==> src/rtl/ffd_pipe.sv <==
// ffd_pipe: WIDTH-bit, DEPTH-stage register pipeline with per-stage valid bits,
// valid/ready back-pressure, bubble collapsing, synchronous flush and an
// occupancy count. Data registers keep their contents when a stage is idle.
module ffd_pipe #(
   parameter int               WIDTH       = 8,
   parameter int               DEPTH       = 4,
   parameter logic [WIDTH-1:0] RESET_VALUE = '0
) (
   input  logic                         aclk,
   input  logic                         srst,
   input  logic                         flush,
   input  logic                         in_valid,
   output logic                         in_ready,
   input  logic [WIDTH-1:0]             in_data,
   output logic                         out_valid,
   input  logic                         out_ready,
   output logic [WIDTH-1:0]             out_data,
   output logic [$clog2(DEPTH+1)-1:0]   count
);

   localparam int CW = $clog2(DEPTH+1);

   logic [DEPTH-1:0] v;
   logic [DEPTH-1:0] adv;
   logic [DEPTH-1:0] up_v;
   logic [WIDTH-1:0] d    [DEPTH];
   logic [WIDTH-1:0] up_d [DEPTH];
   logic             chain;
   logic             in_xfer;
   logic             out_xfer;

   // Ready chain walks from the output back to the input so an empty stage
   // anywhere downstream lets everything above it move (bubble collapse).
   always_comb begin
      adv   = '0;
      chain = out_ready;
      for (int i = DEPTH-1; i >= 0; i--) begin
         adv[i] = !v[i] || chain;
         chain  = adv[i];
      end
   end

   assign in_ready  = adv[0] && !flush && !srst;
   assign in_xfer   = in_valid && in_ready;
   assign out_valid = v[DEPTH-1];
   assign out_data  = d[DEPTH-1];
   assign out_xfer  = v[DEPTH-1] && out_ready;

   // Upstream source of each stage: the producer for stage 0, the previous
   // stage otherwise.
   always_comb begin
      up_v = '0;
      for (int i = 0; i < DEPTH; i++) begin
         up_d[i] = '0;
      end
      up_v[0] = in_xfer;
      up_d[0] = in_data;
      for (int i = 1; i < DEPTH; i++) begin
         up_v[i] = v[i-1];
         up_d[i] = d[i-1];
      end
   end

   // Stage registers and occupancy; reset beats flush, flush beats transfers
   // and leaves the data registers untouched.
   always_ff @(posedge aclk) begin
      if (srst) begin
         v     <= '0;
         count <= '0;
         for (int i = 0; i < DEPTH; i++) begin
            d[i] <= RESET_VALUE;
         end
      end else if (flush) begin
         v     <= '0;
         count <= '0;
      end else begin
         for (int i = 0; i < DEPTH; i++) begin
            if (adv[i]) begin
               v[i] <= up_v[i];
               if (up_v[i]) begin
                  d[i] <= up_d[i];
               end
            end
         end
         count <= count + CW'(in_xfer) - CW'(out_xfer);
      end
   end

endmodule

==> config.mk <==
export PLATFORM = sky130hd
export DESIGN_NAME = ffd_pipe
export DESIGN_NICKNAME = d
export VERILOG_FILES = /design/src/rtl/ffd_pipe.sv
export SDC_FILE = /design/constraint.sdc
export NUM_CORES = 1
export LEC_CHECK = 0
export CORE_MARGIN = 5
export CORE_UTILIZATION = 54
export DETAILED_ROUTE_END_ITERATION = 16
export PLACE_DENSITY = 0.79
export SLEW_MARGIN = 30
export SYNTH_ARGS = -nofsm -noshare
export SYNTH_HDL_FRONTEND = slang
export SYNTH_SLANG_ARGS = --single-unit
==> constraint.sdc <==
create_clock -name aclk -period 3.07 [get_ports aclk]
set_input_delay 0.614 -clock aclk [delete_from_list [all_inputs] [get_ports aclk]]
set_output_delay 0.614 -clock aclk [all_outputs]
set_load 0.02 [all_outputs]
==> run metrics <==
status finished clean; first-pass GRT wire length a little over 5000 um; crit end category output pin; post-layout minimum cycle time 2.849 ns; CTS root buffer clkbuf_4; fin crit share 92.79%; f_max between 300 and 400 MHz; final hold viol count 0; Yosys reg bits 39; Pins Over Slew Limit 0; post-DR wirelength/cell 13.92 um; worst slew pin tran about 0.6 ns; post-CTS setup buffer count 0; Clock Path Buffers 2; hold path cells 1; clk slew on worst S/H paths between 0.1 and 0.15 ns; detailed-route via count 1132; Pwr Density roughly 430 mW/mm2; antenna viol nets, final 0; area grow syn2layout 14.10%; Buffers on Ports 25; Crit-path slowest cell clkdlybuf4s50_1; Mapped Cells approximately 150; worst reg2reg path depth 9; DR iter-0 viols 35; clk_lat worst skew around 0.35 ns; hold buffers post-CTS 0; RSZ-0062 raised after global routing no; via-per-instance ratio roughly 5.2; pin count of the biggest net entering global routing 24; worst r2r src v[1]; NetSw between 0.2 and 0.25 mW; DIE HEIGHT around 70 um; Worst slew margin approximately three fifths; post-route cell area around 0.0022 mm2; Max stage delay on crit path ~0.65 ns; CP startpoint out_ready; I/O pin cnt 26; drt pass-1 iters 4; HPWL after DPL ~2300 um; Ys Warns 0; H-tree depth 2; CP cell instances clkdlybuf4s50_1 > and4b_1 > a21oi_1 > clkdlybuf4s50_1; Lkg Pwr about 0.76 nW; Layout Nets between 150 and 200; post-synthesis sequential area ratio between 50% and 60%; setup_tns 0 ns; endpoints failing setup 0; GRT overflow 0; full die area around 0.0048 mm2; Seq pwr share approximately 65%; critical path launch point type input port; clock share of power a little over a quarter; Synth Cell Area around 0.0019 mm2; Net Sw Frac between 20% and 30%; Fin Hold WS around 0.6 ns; syn_area_per_cell between 10 and 15 um2; Placement Rows 21; drt total wl about 3000 um; post-synth cell types 35; CP max FO 5; WS Path Type input port to output pin; PostCTS Resize Cnt 0; Die Wd 69.31 um; final core utilization between 60% and 70%; Synth area leader edfxtp_1; Core Area between 0.003 and 0.004 mm2; initial antenna violation count 0; Post-DP Area around 0.0021 mm2; Reg-to-Reg End count[2]; gpl congestion roughly 0.78; cell mode on critical path clkdlybuf4s50_1; max_cap viols 0; fraction of layout cells with a size suffix above 1 roughly 17%; reg2reg setup slack roughly 0.9 ns; synth top area cells edfxtp_1 51%, dfxtp_1 7.4%, a211oi_2 5.3%; Worst Hold Class flop to flop; CP Data Required Time 2.46 ns; post-synth top area share 50.59%; CP arrival between 2 and 2.5 ns; gr usage total 13.55%; Antenna diodes 0; P_int slightly above 0.7 mW; clock sink count 39; maximum vdd ir drop approximately 0.00032 V; CTS tree done; Remaining DRCs 0; vias in the first global route ~1.2k; Final Skew ~0.007 ns; post-synth net total between 150 and 200; crit path capture in_ready; initial core utilization 56.47%; CTS buffer count 5; Comb pwr share 8.5%
==> cells in the mapped netlist <==
cell type  instances
a21o_1             1
a21oi_1            2
or2_1              1
buf_2              2
dfxtp_1            7
ha_1               2
nand4b_1           1
buf_6              5
a211oi_2           8
o21ai_0            2
nand2b_1           2
or3b_1             1
nor2_1             4
nor2b_1            1
nor3_1             8
nand2_1            8
clkinv_1           1
inv_1             21
and4b_1            1
fa_1               1
and3b_1            1
a221o_1            1
edfxtp_1          32
nor4b_1            8
o31ai_1            2
clkbuf_1           3
buf_1              1
nor4_4             1
o21ba_2            2
and2_1             1
xnor3_1            1
nor4_1             2
buf_4              9
and2b_1            1
nor4_2             5
==> sequential cells by signal (all words and copies together) (netlist names) <==
signal / count
d: 32
v: 4
count: 3
==> how the worst min path moves through the flow <==
stage                  start       end  slack [ns]
floorplan               v[0]      v[1]        0.47
global placement        v[2]      v[3]        0.53
detailed placement      v[2]      v[3]        0.57
CTS                     v[2]      v[3]        0.60
global route        d[0][17]  d[0][25]        0.64
finish                  v[2]      v[3]        0.60
==> cell usage in the layout (no fill, tap or decap) <==
cell type | Yosys | final
clkbuf_1 | 3 | 1
clkinv_1 | 1 | 3
nand2_1 | 8 | 8
clkdlybuf4s50_1 | 0 | 25
nor4b_1 | 8 | 8
or2_1 | 1 | 1
or3b_1 | 1 | 1
o31ai_1 | 2 | 2
o21ba_2 | 2 | 2
a211oi_2 | 8 | 8
o21ai_0 | 2 | 2
and2b_1 | 1 | 1
edfxtp_1 | 32 | 32
dfxtp_1 | 7 | 7
nor2b_1 | 1 | 1
nor2_1 | 4 | 4
nor4_2 | 5 | 5
nand2b_1 | 2 | 2
and2_1 | 1 | 1
ha_1 | 2 | 2
a221o_1 | 1 | 1
inv_1 | 21 | 21
and3b_1 | 1 | 1
fa_1 | 1 | 1
and4b_1 | 1 | 1
a21o_1 | 1 | 1
nor3_1 | 8 | 8
nor4_1 | 2 | 2
nand4b_1 | 1 | 1
clkbuf_4 | 0 | 5
a21oi_1 | 2 | 2
nor4_4 | 1 | 1
buf_4 | 9 | 8
xnor3_1 | 1 | 1
==> power groups by stage <==
stage	registers, mW	clock network (mW)	logic (mW)
after CTS	0.601	0.249	0.0794
after global placement	0.612	0	0.0758
after floorplan	0.609	0	0.0523
final	0.601	0.244	0.0786
after global routing	0.603	0.271	0.0847
after detailed placement	0.613	0	0.0791
==> per-layer routing <==
layer | share of wire, % | global-route usage (%) | routed length, um
met5 | 0 | 0 | 0
met4 | 2.0 | 6.508 | 59
met3 | 5.7 | 4.638 | 171
met2 | 55 | 24.89 | 1648
met1 | 37 | 13.47 | 1127
==> logic make-up (layout without fill, tap and decap cells) <==
kind of cell               count (synthesis)  count (layout)  share of synthesized area (%)
adders and majority gates                  3               3                          2.371
buffers and inverters                     42              63                          12.19
DFF                                       39              39                          57.97
and+or+nand+nor                           46              46                          17.19
xor gates and xnor gates                   1               1                          1.186
AOI/OAI and AO/OA                         18              18                          9.091
==> cell type report <==
type / instances / area, um2
fill: 292 / 1196
sequential: 39 / 1101
multi-input combinational: 68 / 566.8
timing repair buffer: 33 / 310.3
inverter: 22 / 82.58
tap: 46 / 57.56
clock buffer: 6 / 41.29
clock inverter: 2 / 7.507
==> per-stage QoR <==
stage / instances / power, mW / setup WS, ns
5_1_grt: 216 / 0.9589 / 0.1580
6_report: 216 / 0.9229 / 0.2214
2_1_floorplan: 149 / 0.6614 / 0.5965
4_1_cts: 216 / 0.9295 / 0.2096
3_5_place_dp: 208 / 0.6922 / 0.1015
3_3_place_gp: 208 / 0.6874 / 0.1890
==> worst max-delay path: cells and delay by family <==
family,cells,cell delay [ns]
buf+inv,2,1.18
simple gates,1,0.24
compound gates,1,0.19
(Power assumes the default switching activity.)
